### src/rtl/player_pkg.sv
// Shared types and constants for the player motion block: FSM states,
// HID keycodes, screen bounds and the per-level spawn table.
package player_pkg;

  typedef enum logic [1:0] {WAIT, PLAY, DEAD} state_e;

  localparam logic [7:0] KEY_W = 8'h1A;
  localparam logic [7:0] KEY_S = 8'h16;
  localparam logic [7:0] KEY_A = 8'h04;
  localparam logic [7:0] KEY_D = 8'h07;

  localparam int SCREEN_X_MAX = 639;
  localparam int SCREEN_Y_MAX = 479;

  typedef struct packed {
    logic [9:0] x;
    logic [9:0] y;
  } pos_t;

  // Levels beyond the table fall back to the first spawn point.
  function automatic pos_t spawn_pos(input int unsigned lvl);
    pos_t p;
    case (lvl)
      1:       begin p.x = 10'd160; p.y = 10'd240; end
      2:       begin p.x = 10'd320; p.y = 10'd240; end
      default: begin p.x = 10'd170; p.y = 10'd240; end
    endcase
    return p;
  endfunction

  function automatic logic [9:0] clamp_axis(input int v, input int lo, input int hi);
    if (v < lo) return 10'(lo);
    if (v > hi) return 10'(hi);
    return 10'(v);
  endfunction

endpackage

### src/rtl/player_motion_if.sv
// Keyboard bundle: raw keycode slots in, decoded direction flags out.
interface player_motion_if #(
  parameter int KEYS = 6
);
  logic [KEYS-1:0][7:0] keycode;
  logic                 up;
  logic                 down;
  logic                 left;
  logic                 right;

  modport master (output keycode, input up, down, left, right);
  modport slave  (input keycode, output up, down, left, right);
endinterface

### src/rtl/player_motion_key_decode.sv
// Reduces all keycode slots to raw W/S/A/D presence flags; a key in any slot counts.
module key_decode
  import player_pkg::*;
#(
  parameter int KEYS = 6
) (
  player_motion_if.slave kb
);

  always_comb begin
    kb.up    = 1'b0;
    kb.down  = 1'b0;
    kb.left  = 1'b0;
    kb.right = 1'b0;
    for (int unsigned i = 0; i < KEYS; i++) begin
      if (kb.keycode[i] == KEY_W) kb.up    = 1'b1;
      if (kb.keycode[i] == KEY_S) kb.down  = 1'b1;
      if (kb.keycode[i] == KEY_A) kb.left  = 1'b1;
      if (kb.keycode[i] == KEY_D) kb.right = 1'b1;
    end
  end

endmodule

### src/rtl/player_motion.sv
// Per-frame player position, death/respawn sequencing and coin reset pulses.
// Optional macro PLAYER_CHECKPOINT_EN: respawn at the last checkpoint touched.
module player_motion
  import player_pkg::*;
#(
  parameter int NUM_LEVELS   = 3,
  parameter int KEYS         = 6,
  parameter int STEP         = 1,
  parameter int SIZE         = 6,
  parameter int DEATH_FRAMES = 30
) (
  input  logic                          frame_clk,
  input  logic                          Reset_n,
  input  logic [KEYS-1:0][7:0]          keycode,
  input  logic [$clog2(NUM_LEVELS)-1:0] level,
  input  logic                          level_wait,
  input  logic                          level_active,
  input  logic                          kill,
  input  logic                          checkpoint_hit,
  input  logic                          border_top,
  input  logic                          border_bottom,
  input  logic                          border_left,
  input  logic                          border_right,
  output logic [9:0]                    PlayerX,
  output logic [9:0]                    PlayerY,
  output logic [9:0]                    PlayerS,
  output logic [NUM_LEVELS-1:0]         coin_reset,
  output logic                          dead,
  output logic [15:0]                   death_count
);

  localparam int CNT_W = $clog2(DEATH_FRAMES + 1);
  localparam logic [CNT_W-1:0] LAST_FRAME = CNT_W'(DEATH_FRAMES - 1);
  localparam pos_t SPAWN0 = spawn_pos(0);

  state_e                state_q, state_d;
  pos_t                  pos_q, pos_d;
  logic [CNT_W-1:0]      cnt_q, cnt_d;
  logic [15:0]           deaths_q, deaths_d;
  logic [NUM_LEVELS-1:0] coin_q, coin_d;
  pos_t                  spawn, respawn, moved;
  int unsigned           lvl_idx;
  int                    dx, dy;

  player_motion_if #(.KEYS(KEYS)) keys_if ();
  assign keys_if.keycode = keycode;

  key_decode #(.KEYS(KEYS)) u_key_decode (.kb(keys_if.slave));

  assign lvl_idx = 32'(level);
  assign spawn   = spawn_pos(lvl_idx);

`ifdef PLAYER_CHECKPOINT_EN
  pos_t ckpt_q, ckpt_d;
  assign respawn = ckpt_q;
`else
  logic unused_checkpoint;
  assign unused_checkpoint = checkpoint_hit;
  assign respawn = spawn;
`endif

  // W beats S and D beats A even when the winner is blocked by a wall.
  always_comb begin
    dx = 0;
    dy = 0;
    if (keys_if.right)     dx = border_right  ? 0 : STEP;
    else if (keys_if.left) dx = border_left   ? 0 : -STEP;
    if (keys_if.up)        dy = border_top    ? 0 : -STEP;
    else if (keys_if.down) dy = border_bottom ? 0 : STEP;
    moved.x = clamp_axis(int'(pos_q.x) + dx, SIZE, SCREEN_X_MAX - SIZE);
    moved.y = clamp_axis(int'(pos_q.y) + dy, SIZE, SCREEN_Y_MAX - SIZE);
  end

  always_ff @(posedge frame_clk or negedge Reset_n) begin
    if (!Reset_n) state_q <= WAIT;
    else          state_q <= state_d;
  end

  always_comb begin
    state_d = state_q;
    if (level_wait) begin
      state_d = WAIT;
    end else begin
      case (state_q)
        WAIT:    if (level_active) state_d = PLAY;
        PLAY:    if (!level_active) state_d = WAIT;
                 else if (kill)     state_d = DEAD;
        DEAD:    if (cnt_q == LAST_FRAME) state_d = PLAY;
        default: state_d = WAIT;
      endcase
    end
  end

  always_comb begin
    pos_d    = pos_q;
    cnt_d    = cnt_q;
    deaths_d = deaths_q;
    coin_d   = '0;
`ifdef PLAYER_CHECKPOINT_EN
    ckpt_d   = ckpt_q;
`endif
    dead     = (state_q == DEAD);
    case (state_q)
      WAIT: begin
        pos_d = spawn;
        cnt_d = '0;
`ifdef PLAYER_CHECKPOINT_EN
        ckpt_d = spawn;
`endif
      end
      PLAY: begin
        if (state_d == DEAD) begin
          cnt_d  = '0;
          coin_d = NUM_LEVELS'(1) << level;
          if (deaths_q != '1) deaths_d = deaths_q + 16'd1;
        end else if (state_d == PLAY) begin
          pos_d = moved;
`ifdef PLAYER_CHECKPOINT_EN
          if (checkpoint_hit) ckpt_d = pos_q;
`endif
        end
      end
      DEAD: begin
        if (state_d == PLAY) begin
          pos_d = respawn;
          cnt_d = '0;
        end else if (state_d == DEAD) begin
          cnt_d = cnt_q + 1'b1;
        end else begin
          cnt_d = '0;
        end
      end
      default: cnt_d = '0;
    endcase
  end

  always_ff @(posedge frame_clk or negedge Reset_n) begin
    if (!Reset_n) begin
      pos_q    <= SPAWN0;
      cnt_q    <= '0;
      deaths_q <= '0;
      coin_q   <= '0;
`ifdef PLAYER_CHECKPOINT_EN
      ckpt_q   <= SPAWN0;
`endif
    end else begin
      pos_q    <= pos_d;
      cnt_q    <= cnt_d;
      deaths_q <= deaths_d;
      coin_q   <= coin_d;
`ifdef PLAYER_CHECKPOINT_EN
      ckpt_q   <= ckpt_d;
`endif
    end
  end

  assign PlayerX     = pos_q.x;
  assign PlayerY     = pos_q.y;
  assign PlayerS     = 10'(SIZE);
  assign coin_reset  = coin_q;
  assign death_count = deaths_q;

endmodule

### config.mk
export PLATFORM = sky130hd
export DESIGN_NAME = player_motion
export DESIGN_NICKNAME = d
export VERILOG_FILES = /design/src/rtl/player_pkg.sv /design/src/rtl/player_motion_if.sv /design/src/rtl/player_motion_key_decode.sv /design/src/rtl/player_motion.sv
export SDC_FILE = /design/constraint.sdc
export NUM_CORES = 1
export LEC_CHECK = 0
export ABC_AREA = 1
export BUFFER_PORTS_ARGS = -buffer_cell sky130_fd_sc_hd__buf_4
export CAP_MARGIN = 20
export CORE_MARGIN = 1
export CORE_UTILIZATION = 30
export DETAILED_ROUTE_END_ITERATION = 7
export SETUP_SLACK_MARGIN = 0.05
export SLEW_MARGIN = 20
export SYNTH_ARGS = -nofsm -noshare
export SYNTH_HDL_FRONTEND = slang
export SYNTH_SLANG_ARGS = --single-unit
### constraint.sdc
create_clock -name frame_clk -period 3.1 [get_ports frame_clk]
set_input_delay 0.155 -clock frame_clk [delete_from_list [all_inputs] [get_ports frame_clk]]
set_output_delay 0.155 -clock frame_clk [all_outputs]
set_load 0.005 [all_outputs]
==> out/results.tsv, run 1 <==
stage	metric	value	unit
sta	setup TNS	-6.56	ns
clock_tree	Root Buffer	clkbuf_16	
die	Die H	126	um
cells_and_area	fin nets	1069	
clock_tree	Worst-path clk slew	0.06	ns
place	placed cells	1105	
clock_tree	clk buf depth	2	
clock_tree	Num CTS Buffers	5	
drt	DR WL/cell	12.1	um
worst_hold_path	Min-Delay Endpoint	state_q[1]$_DFF_PN0_	
status	status	finished, violations left	
synthesis	Distinct cells, synth	38	
setup_path	Critical Path Stages	32	
place	GP Congestion	0.852	
setup_path	Crit. End Element	flop	
sta	RSZ-0062 raised after global routing	true	
drt	routed via count	5136	
grt	GRT Util Overall	0.174	
status	failing checks	setup timing	
worst_hold_path	Hold Path Cell Cnt	2	
cells_and_area	fin util	0.507	
die	Initial Utilization	0.312	
cells_and_area	Synth-to-Final Area Change	62.6	%
synthesis	fraction of registers with async set or reset after synthesis	1.00	
cells_and_area	post-route insts no fill	1150	
worst_hold_path	Hold Startpoint	level_wait	
die	core outline area	0.0148	mm2
sta	slew margin rel.	0.602	
setup_path	CP dominant cell by count	buf_4	
setup_path	Worst R2R Start	PlayerX[3]$_DFFE_PN1P_	
setup_path	CP peak stage delay	0.34	ns
sta	fin. max-slew vios	0	
cells_and_area	share of cells above drive strength 1	0.415	
synthesis	Main synth FF type	dfrtp_1	
drt	vias per cell	4.47	
place	Placement Cell Area	0.00656	mm2
sta	Clock Skew	0.00539	ns
synthesis	Syn Inst Count	718	
synthesis	register area share after synthesis	0.252	
drt	final WL	13900	um
sta	final setup margin	-0.401	ns
cells_and_area	post-route cell area	0.00748	mm2
pwr	Pleak	4.01	nW
pwr	Power, Total	0.00184	W
pwr	PD cells	246	mW/mm2
job	Max-Cap Viols	0	
sta	final worst path period need	3.50	ns
sta	final hold viol count	0	
sta	fmax	286	MHz
drt	first-pass detailed-route iteration total	4	
sta	Final Cycle Share	1.13	
drt	Antenna Nets Post-Route	0	
synthesis	EDFF count, synth	0	
synthesis	Mapped Area	0.00460	mm2
clock_tree	TritonCTS clock tree	yes	
setup_path	Worst Setup Start Kind	input pin	
die	io pins	110	
setup_path	CP required	3.25	ns
clock_tree	H-tree depth	2	
setup_path	Critical path buffers and inverters	10	
place	I/O Buffers	98	
worst_hold_path	Worst Hold Class	in2reg	
grt	global-route wire length before repair	22600	um
place	hpwl dp	10900	um
setup_path	Crit Path Category	in2reg	
drt	DR iter-0 viols	159	
setup_path	Worst Reg-to-Reg Cells	22	
grt	initial antenna violation count	0	
setup_path	Arr. time, crit path	3.66	ns
grt	vias in the first global route	4987	
sta	pin slew with the least headroom to its limit	0.597	ns
sta	Setup violations, final	19	
grt	largest net degree at the start of global routing	47	
synthesis	register bit count reported by yosys	46	
die	die area	0.0158	mm2
pwr	maximum VDD drop	300	uV
die	# rows	44	
synthesis	yosys warns	0	
grt	total global routing overflow	0	
setup_path	Max Fanout on Critical Path	8	
setup_path	reg2reg end	PlayerX[6]$_DFFE_PN0P_	
setup_path	CP max stage cell	ha_1	
die	Die Wd	126	um
clock_tree	TritonCTS Sinks	46	
setup_path	Reg2Reg Setup Slack	-0.16	ns
setup_path	delay-heaviest family, CP	simple AND/OR/NAND/NOR gates	
synthesis	Avg Inst Size Synth	6.41	um2
cells_and_area	Antenna Cells	0	
clock_tree	Clk Latency, worst-skew pair	0.28	ns
drt	drc violations	0	
==> sequential cells by signal, summed over array words and instances, names as in the netlist <==
name and flops:
coin_reset 3, state_q 2, PlayerX 10, PlayerY 10
death_count 16, cnt_q 5
==> placed cells by master (no fill, tap or decap), drive strengths merged, types with 2 or more instances in the layout <==
cell      count
ha           42
nand2       206
nor2        116
xnor2         8
o21ai         4
buf         242
clkbuf        6
clkinvlp      2
inv         113
or2           4
nor3         16
o22ai         4
o21bai        3
conb         10
fa            2
or4           2
nand3b        2
a21oi        28
xor2         18
dfstp         8
nand4        17
dfrtp        38
nand3        67
==> how the worst max path moves through the flow <==
stage                            from                endpoint  slack [ns]
after detailed placement   keycode[3]  PlayerX[6]$_DFFE_PN0P_       -0.94
after global placement     keycode[3]  PlayerX[9]$_DFFE_PN0P_       -0.88
after floorplan           keycode[15]  PlayerX[9]$_DFFE_PN0P_       -0.59
after CTS                  keycode[0]  PlayerX[6]$_DFFE_PN0P_       -0.39
final                     keycode[26]  PlayerX[6]$_DFFE_PN0P_       -0.40
after global routing       keycode[5]  PlayerX[1]$_DFFE_PN1P_       -0.69
==> where the power goes <==
group	internal (W)	switching, W	leakage (nW)
logic	0.000282	0.000293	3.34
clock network	0.000381	0.000226	0.0771
registers	0.000631	0.0000289	0.594
total	0.00129	0.000548	4.01
==> kinds of logic after synthesis <==
kind of cell,synth area share
simple gates,0.407
buf+inv,0.111
flops,0.252
fa+ha+maj,0.123
compound gates,0.0535
xor+xnor,0.0495
other cells,0.00163
mux,0.00217
==> per-layer routing <==
metal | up-vias | global-route usage | part of all wire
met5 | - | 0 | 0
met4 | 0 | 0.0376 | 0.012
met3 | 12 | 0.0221 | 0.031
met2 | 80 | 0.313 | 0.50
met1 | 2294 | 0.221 | 0.46
li1 | 2750 | - | -
==> synth_stat cells (all sizes together), types with 3 or more instances <==
library cell  number  area (um2)
a21oi             28         163
buf               10        75.1
dfrtp             38         951
dfstp              8         210
ha                42         526
inv              114         428
nand2            206         776
nand3             66         358
nand4             17         121
nor2             116         460
nor3              16        80.1
o21ai              4        20.0
o21bai             3        22.5
o22ai              4        25.0
or2                4        25.0
xnor2              8        70.1
xor2              18         158
==> layout make-up <==
type | count | area (um2)
flip-flops and latches | 46 | 1160
repair buffers | 243 | 1930
well taps | 184 | 230
inverters | 114 | 439
clock inverters | 2 | 37.5
fillers | 1443 | 7270
clock buffers | 6 | 129
multi-input cells | 555 | 3560
==> timing repair <==
item	4_1_cts	5_1_grt
cloned	1	0
setup endpoints to repair	19	19
buffers inserted	25	10
pin swaps	42	78
resized for setup	49	75
hold endpoints to repair	38	0
hold buffers	1	0
==> per-stage QoR <==
step           hold slack (ns)  setup slack, ns
2_1_floorplan           -0.141           -0.590
6_report                0.0584           -0.401
4_1_cts                 0.0541           -0.391
3_3_place_gp             0.210           -0.884
5_1_grt                 0.0555           -0.686
3_5_place_dp             0.209           -0.943
(Power assumes the default switching activity.)
==> run 2, diff against run 1 <==
Settings changed: CORE_MARGIN 1 to 2.
Clock period 3.1 ns to 4.4 ns, I/O delays scaled along.
==> run 2 against run 1 <==
Compared with the run above: the run now ends clean; global-route usage decreased by 2.8 points; register-to-register slack better by 1.1 ns; clock power shrank 35%; wire length down 14%; critical path type unchanged; largest cell class unchanged.
==> out/results.tsv, run 2 (same netlist as run 1, synthesis figures left out) <==
stage	metric	value	unit	change
die	# rows	45		+2.3%
clock_tree	H-tree depth	2		unchanged
grt	GR Layer Usage met2	0.245		-0.0673
drt	Antenna Nets Post-Route	0		unchanged
worst_hold_path	Worst Hold Class	in2reg		
die	core outline area	0.0151	mm2	+2.3%
sta	final setup margin	0.520	ns	+0.920 ns
sta	final hold viol count	0		unchanged
clock_tree	Num CTS Buffers	5		unchanged
cells_and_area	max FFs per register	16		unchanged
status	status	complete, no violations		
setup_path	Arr. time, crit path	4.04	ns	+0.38 ns
cells_and_area	Antenna Cells	0		unchanged
cells_and_area	fin util	0.387		-0.120
drt	DR WL/cell	11.6	um	-3.5%
sta	Final Cycle Share	0.882		
sta	RSZ-0062 raised after global routing	false		
setup_path	Crit. End Element	flop		
sta	setup TNS	0	ns	+6.56 ns
clock_tree	Clk Latency, worst-skew pair	0.29	ns	about the same
grt	vias in the first global route	4369		-12%
grt	GRT Util Overall	0.146		-0.0281
place	hpwl dp	9690	um	-11%
sta	Clock Skew	0.00676	ns	+0.00137 ns
place	GP Congestion	0.883		+3.6%
pwr	maximum VDD drop	153	uV	-49%
grt	GR met3 Demand/Resource	0.0321		+0.0100
grt	initial antenna violation count	0		unchanged
pwr	Power, Total	0.00115	W	-38%
setup_path	CP peak stage delay	0.53	ns	+0.19 ns
grt	total global routing overflow	0		unchanged
setup_path	Max Fanout on Critical Path	5		-3
clock_tree	clk buf depth	2		unchanged
sta	final worst path period need	3.88	ns	
cells_and_area	fin nets	940		-12%
drt	DR iter-0 viols	183		+15%
drt	vias per cell	4.52		+1.2%
setup_path	CP dominant cell by count	nand2_1		
drt	drc violations	0		unchanged
grt	global-route wire length before repair	19800	um	-12%
sta	pin slew with the least headroom to its limit	0.731	ns	+0.134 ns
pwr	Pleak	3.27	nW	-18%
setup_path	Crit Path Category	in2reg		
setup_path	Worst Setup Start Kind	input pin		
clock_tree	TritonCTS clock tree	yes		
sta	Setup violations, final	0		-19
die	Die H	128	um	+1.6%
grt	largest net degree at the start of global routing	47		unchanged
job	Max-Cap Viols	0		unchanged
cells_and_area	FF/Latch Area	0.00116	mm2	unchanged
setup_path	CP max stage cell	or4_1		
cells_and_area	commonest non-fill, non-tap cell in the layout	nand2_1		
sta	worst hold slack	0.112	ns	+0.0531 ns
setup_path	CP required	4.56	ns	+1.31 ns
drt	routed via count	4632		-9.8%
drt	final WL	11900	um	-14%
cells_and_area	most frequent cells in the layout	203 x nand2_1, 114 x buf_4, 109 x inv_1		
cells_and_area	share of cells above drive strength 1	0.191		-0.224
grt	met1 usage	0.195		-0.0259
die	io pins	110		unchanged
place	I/O Buffers	98		unchanged
sta	fmax	258	MHz	
clock_tree	TritonCTS Sinks	46		unchanged
die	die area	0.0164	mm2	+3.2%
die	Initial Utilization	0.305		-0.00694
clock_tree	Worst-path clk slew	0.07	ns	about the same
sta	slew margin rel.	0.513		-0.0893
grt	grt peak-use layer	met2		
cells_and_area	fillcell total	1639		+14%
clock_tree	Root Buffer	clkbuf_16		
pwr	PD cells	197	mW/mm2	-20%
cells_and_area	Synth-to-Final Area Change	26.8	%	
place	pre-CTS WS	-0.0136	ns	+0.929 ns
die	Die Wd	128	um	+1.6%
cells_and_area	multi-input logic area	0.00300	mm2	-16%
sta	fin. max-slew vios	0		unchanged
drt	first-pass detailed-route iteration total	4		unchanged
## run 2: cell types whose count changed in the layout (fill, tap and decap cells not counted), moves of 13 or more
| cell | previous run | this run |
|---|---|---|
| nand3_1 | 47 | 61 |
| nor2_1 | 85 | 108 |
| ha_1 | 28 | 41 |
| nand2_1 | 172 | 203 |
| inv_1 | 93 | 109 |
| buf_6 | 17 | 0 |
| buf_4 | 222 | 114 |
| nor2_4 | 18 | 3 |
| nand2_2 | 29 | 3 |
| inv_2 | 17 | 4 |
## run 2: worst paths after layout
kind,startpoint,end,slack [ns],depth (start not counted)
worst min-delay path,level_wait,state_q[1]$_DFF_PN0_,0.11,2
max in group asynchronous,Reset_n,PlayerX[2]$_DFFE_PN0P_,3.51,2
worst max-delay path,keycode[36],PlayerX[9]$_DFFE_PN0P_,0.52,30
min in group asynchronous,Reset_n,death_count[8]$_DFFE_PN0P_,0.47,2
worst min register to register,PlayerX[1]$_DFFE_PN1P_,PlayerX[1]$_DFFE_PN1P_,0.49,2
worst max register to register,PlayerX[0]$_DFFE_PN0P_,PlayerX[9]$_DFFE_PN0P_,0.95,20
## run 2: report_power, final
part / switching [W] / total (W) / leakage (nW) / internal (W)
combinational: 0.000165 / 0.000291 / 2.61 / 0.000126
clock: 0.000178 / 0.000392 / 0.0746 / 0.000214
sequential: 0.0000204 / 0.000465 / 0.594 / 0.000445
total: 0.000363 / 0.00115 / 3.27 / 0.000785
## run 2: critical path: cells and delay by family
| kind | cells | cell delay [ns] |
|---|---|---|
| buffers and inverters | 5 | 0.47 |
| AND/OR/NAND/NOR | 20 | 2.36 |
| AO/OA/AOI/OAI | 2 | 0.16 |
| adder cells (fa/ha/maj) | 3 | 0.83 |
## run 2: through the flow
stage	std cells	instance area, um2
after global placement	1016	5650
final	1025	5840
after CTS	1025	5800
after global routing	1025	5840
after floorplan	726	4640
after detailed placement	1016	5650
## run 2: layout make-up
cell class / count / area share
clock buffer: 5 / 0.0214
clock inverter: 3 / 0.00386
timing repair buffer: 115 / 0.148
multi-input combinational: 554 / 0.513
sequential: 46 / 0.199
inverter: 114 / 0.0740
tap: 188 / 0.0403
## run 2: what timing repair did
item / in CTS / in global routing
endpoints found under the setup margin: 0 / 13
endpoints found under the hold margin: 38 / 0
gates resized for setup: 0 / 11
hold buffers: 1 / 0
buffers inserted: 0 / 0
## run 2: metal layers
layer / routed length [um] / vias to the layer above
met5: 0 / -
met4: 93 / 0
met3: 726 / 10
met2: 5250 / 110
met1: 5860 / 2030
li1: - / 2482
==> run 3, diff against run 2 <==
Settings changed: PLACE_DENSITY from default to 0.47.
==> run 3 against run 2 <==
Compared with the run above: power is 9.5% higher; sequential power about the same; largest power group is now clock; design area up 1.2%; critical path type unchanged.
==> out/results.tsv, run 3 (same netlist as run 1, synthesis figures left out) <==
stage	metric	value	unit	change
status	status	complete, no violations		
clock_tree	TritonCTS clock tree	yes		
sta	fin. max-slew vios	0		unchanged
sta	setup TNS	0	ns	unchanged
place	placed cells	1016		unchanged
sta	worst hold slack	0.120	ns	+0.00856 ns
clock_tree	H-tree depth	2		unchanged
grt	GRT Util Overall	0.155		+0.00894
pwr	PD cells	213	mW/mm2	+8.1%
drt	Antenna Nets Post-Route	0		unchanged
drt	routed via count	4686		+1.2%
drt	DR iter-0 viols	199		+8.7%
pwr	Pleak	3.30	nW	+0.79%
sta	final worst path period need	3.86	ns	-0.0231 ns
cells_and_area	Synth-to-Final Area Change	28.3	%	
worst_hold_path	Worst Hold Class	in2reg		
setup_path	Crit Path Category	in2reg		
setup_path	Worst R2R Start	PlayerX[0]$_DFFE_PN0P_		
drt	DR WL/cell	12.4	um	+6.2%
setup_path	Reg2Reg Setup Slack	0.96	ns	about the same
worst_hold_path	Hold Startpoint	level_wait		
clock_tree	TritonCTS Sinks	46		unchanged
drt	first-pass detailed-route iteration total	4		unchanged
die	Initial Utilization	0.305		unchanged
setup_path	CP required	4.56	ns	about the same
setup_path	Critical path origin	keycode[15]		
clock_tree	Root Buffer	clkbuf_16		
pwr	maximum VDD drop	174	uV	+14%
place	GP Congestion	0.874		-1.0%
setup_path	Crit. End Element	flop		
place	I/O Buffers	98		unchanged
sta	RSZ-0062 raised after global routing	false		
clock_tree	Worst-path clk slew	0.07	ns	about the same
cells_and_area	share of cells above drive strength 1	0.193		+0.00216
setup_path	Worst Reg-to-Reg Cells	20		unchanged
place	hpwl dp	10500	um	+8.0%
cells_and_area	commonest non-fill, non-tap cell in the layout	nand2_1		
sta	Final Cycle Share	0.877		-0.00524
sta	final hold viol count	0		unchanged
die	Die Wd	128	um	unchanged
clock_tree	number of setup buffers added after CTS	0		unchanged
sta	final setup margin	0.543	ns	+0.0231 ns
setup_path	Arr. time, crit path	4.02	ns	-0.02 ns
setup_path	CP dominant cell by count	nand2_1		
sta	slew margin rel.	0.591		+0.0784
grt	vias in the first global route	4638		+6.2%
place	pre-CTS WS	0.0618	ns	+0.0754 ns
clock_tree	clk buf depth	2		unchanged
clock_tree	Num CTS Buffers	5		unchanged
grt	total global routing overflow	0		unchanged
die	core outline area	0.0151	mm2	unchanged
setup_path	Worst Setup Start Kind	input pin		
setup_path	CP max stage cell	or4_1		
clock_tree	Clk Latency, worst-skew pair	0.29	ns	about the same
job	Max-Cap Viols	0		unchanged
drt	vias per cell	4.57		+1.1%
cells_and_area	Antenna Cells	0		unchanged
cells_and_area	post-route insts no fill	1026		+0.098%
drt	drc violations	0		unchanged
die	io pins	110		unchanged
grt	largest net degree at the start of global routing	47		unchanged
setup_path	Max Fanout on Critical Path	10		+5
sta	fmax	259	MHz	+0.60%
worst_hold_path	Hold Path Cell Cnt	2		unchanged
setup_path	CP peak stage delay	0.53	ns	about the same
die	die area	0.0164	mm2	unchanged
drt	final WL	12700	um	+6.3%
grt	global-route wire length before repair	21000	um	+6.3%
sta	Clock Skew	0.00667	ns	-0.0000860 ns
cells_and_area	fin nets	941		+0.11%
cells_and_area	max FFs per register	16		unchanged
die	# rows	45		unchanged
die	Die H	128	um	unchanged
sta	Setup violations, final	0		unchanged
sta	pin slew with the least headroom to its limit	0.613	ns	-0.118 ns
cells_and_area	most frequent cells in the layout	203 x nand2_1, 113 x buf_4, 109 x inv_1		
grt	initial antenna violation count	0		unchanged
[run 3: cell types whose count changed in the layout (fill, tap and decap cells not counted), sizes merged]
cell	change
inv	-2
clkinvlp	+1
bufinv	+2
[run 3: what timing repair did]
action / CTS / global route
hold buffers: 1 / 0
hold endpoints to repair: 38 / 0
endpoints found under the setup margin: 0 / 16
resized for setup: 0 / 13
[run 3: critical path: cells and delay by family]
kind / cells / cell delay, ns
AND/OR/NAND/NOR: 20 / 2.39
buffers and inverters: 5 / 0.43
adder cells (fa/ha/maj): 3 / 0.81
AO/OA/AOI/OAI: 2 / 0.14
[run 3: worst paths after layout]
| kind | to |
|---|---|
| hold reg to reg | death_count[9]$_DFFE_PN0P_ |
| min in group asynchronous | cnt_q[0]$_DFFE_PN0P_ |
| setup reg to reg | PlayerX[9]$_DFFE_PN0P_ |
| hold / removal | state_q[1]$_DFF_PN0_ |
| max in group asynchronous | PlayerY[3]$_DFFE_PN0P_ |
| setup / recovery | PlayerX[9]$_DFFE_PN0P_ |
[run 3: area by class of cell]
type | instances | area, um2
timing repair buffer | 115 | 878
tap | 188 | 235
clock buffer | 5 | 125
inverter | 114 | 432
multi-input combinational | 554 | 3000
sequential | 46 | 1160
fill | 1594 | 9180
timing repair inverter | 1 | 7.51
clock inverter | 3 | 68.8
[run 3: metrics by stage]
stage | cell area, um2 | total power [W] | util
final | 5910 | 0.00126 | 0.392
after global routing | 5910 | 0.00133 | 0.392
after CTS | 5860 | 0.00127 | 0.388
after detailed placement | 5660 | 0.000767 | 0.375
after global placement | 5660 | 0.000764 | 0.375
after floorplan | 4640 | 0.000635 | -
[run 3: layer usage]
metal  up-vias  global-route usage  share of wire
met5         -                   0              0
met4         0              0.0207         0.0024
met3         2              0.0313          0.059
met2       110               0.268           0.46
met1      2088               0.204           0.48
li1       2486                   -              -
[run 3: power by group]
part | total, W | internal (W) | switching [W]
clock | 0.000495 | 0.000327 | 0.000168
combinational | 0.000294 | 0.000128 | 0.000165
sequential | 0.000468 | 0.000445 | 0.0000233
total | 0.00126 | 0.000900 | 0.000357
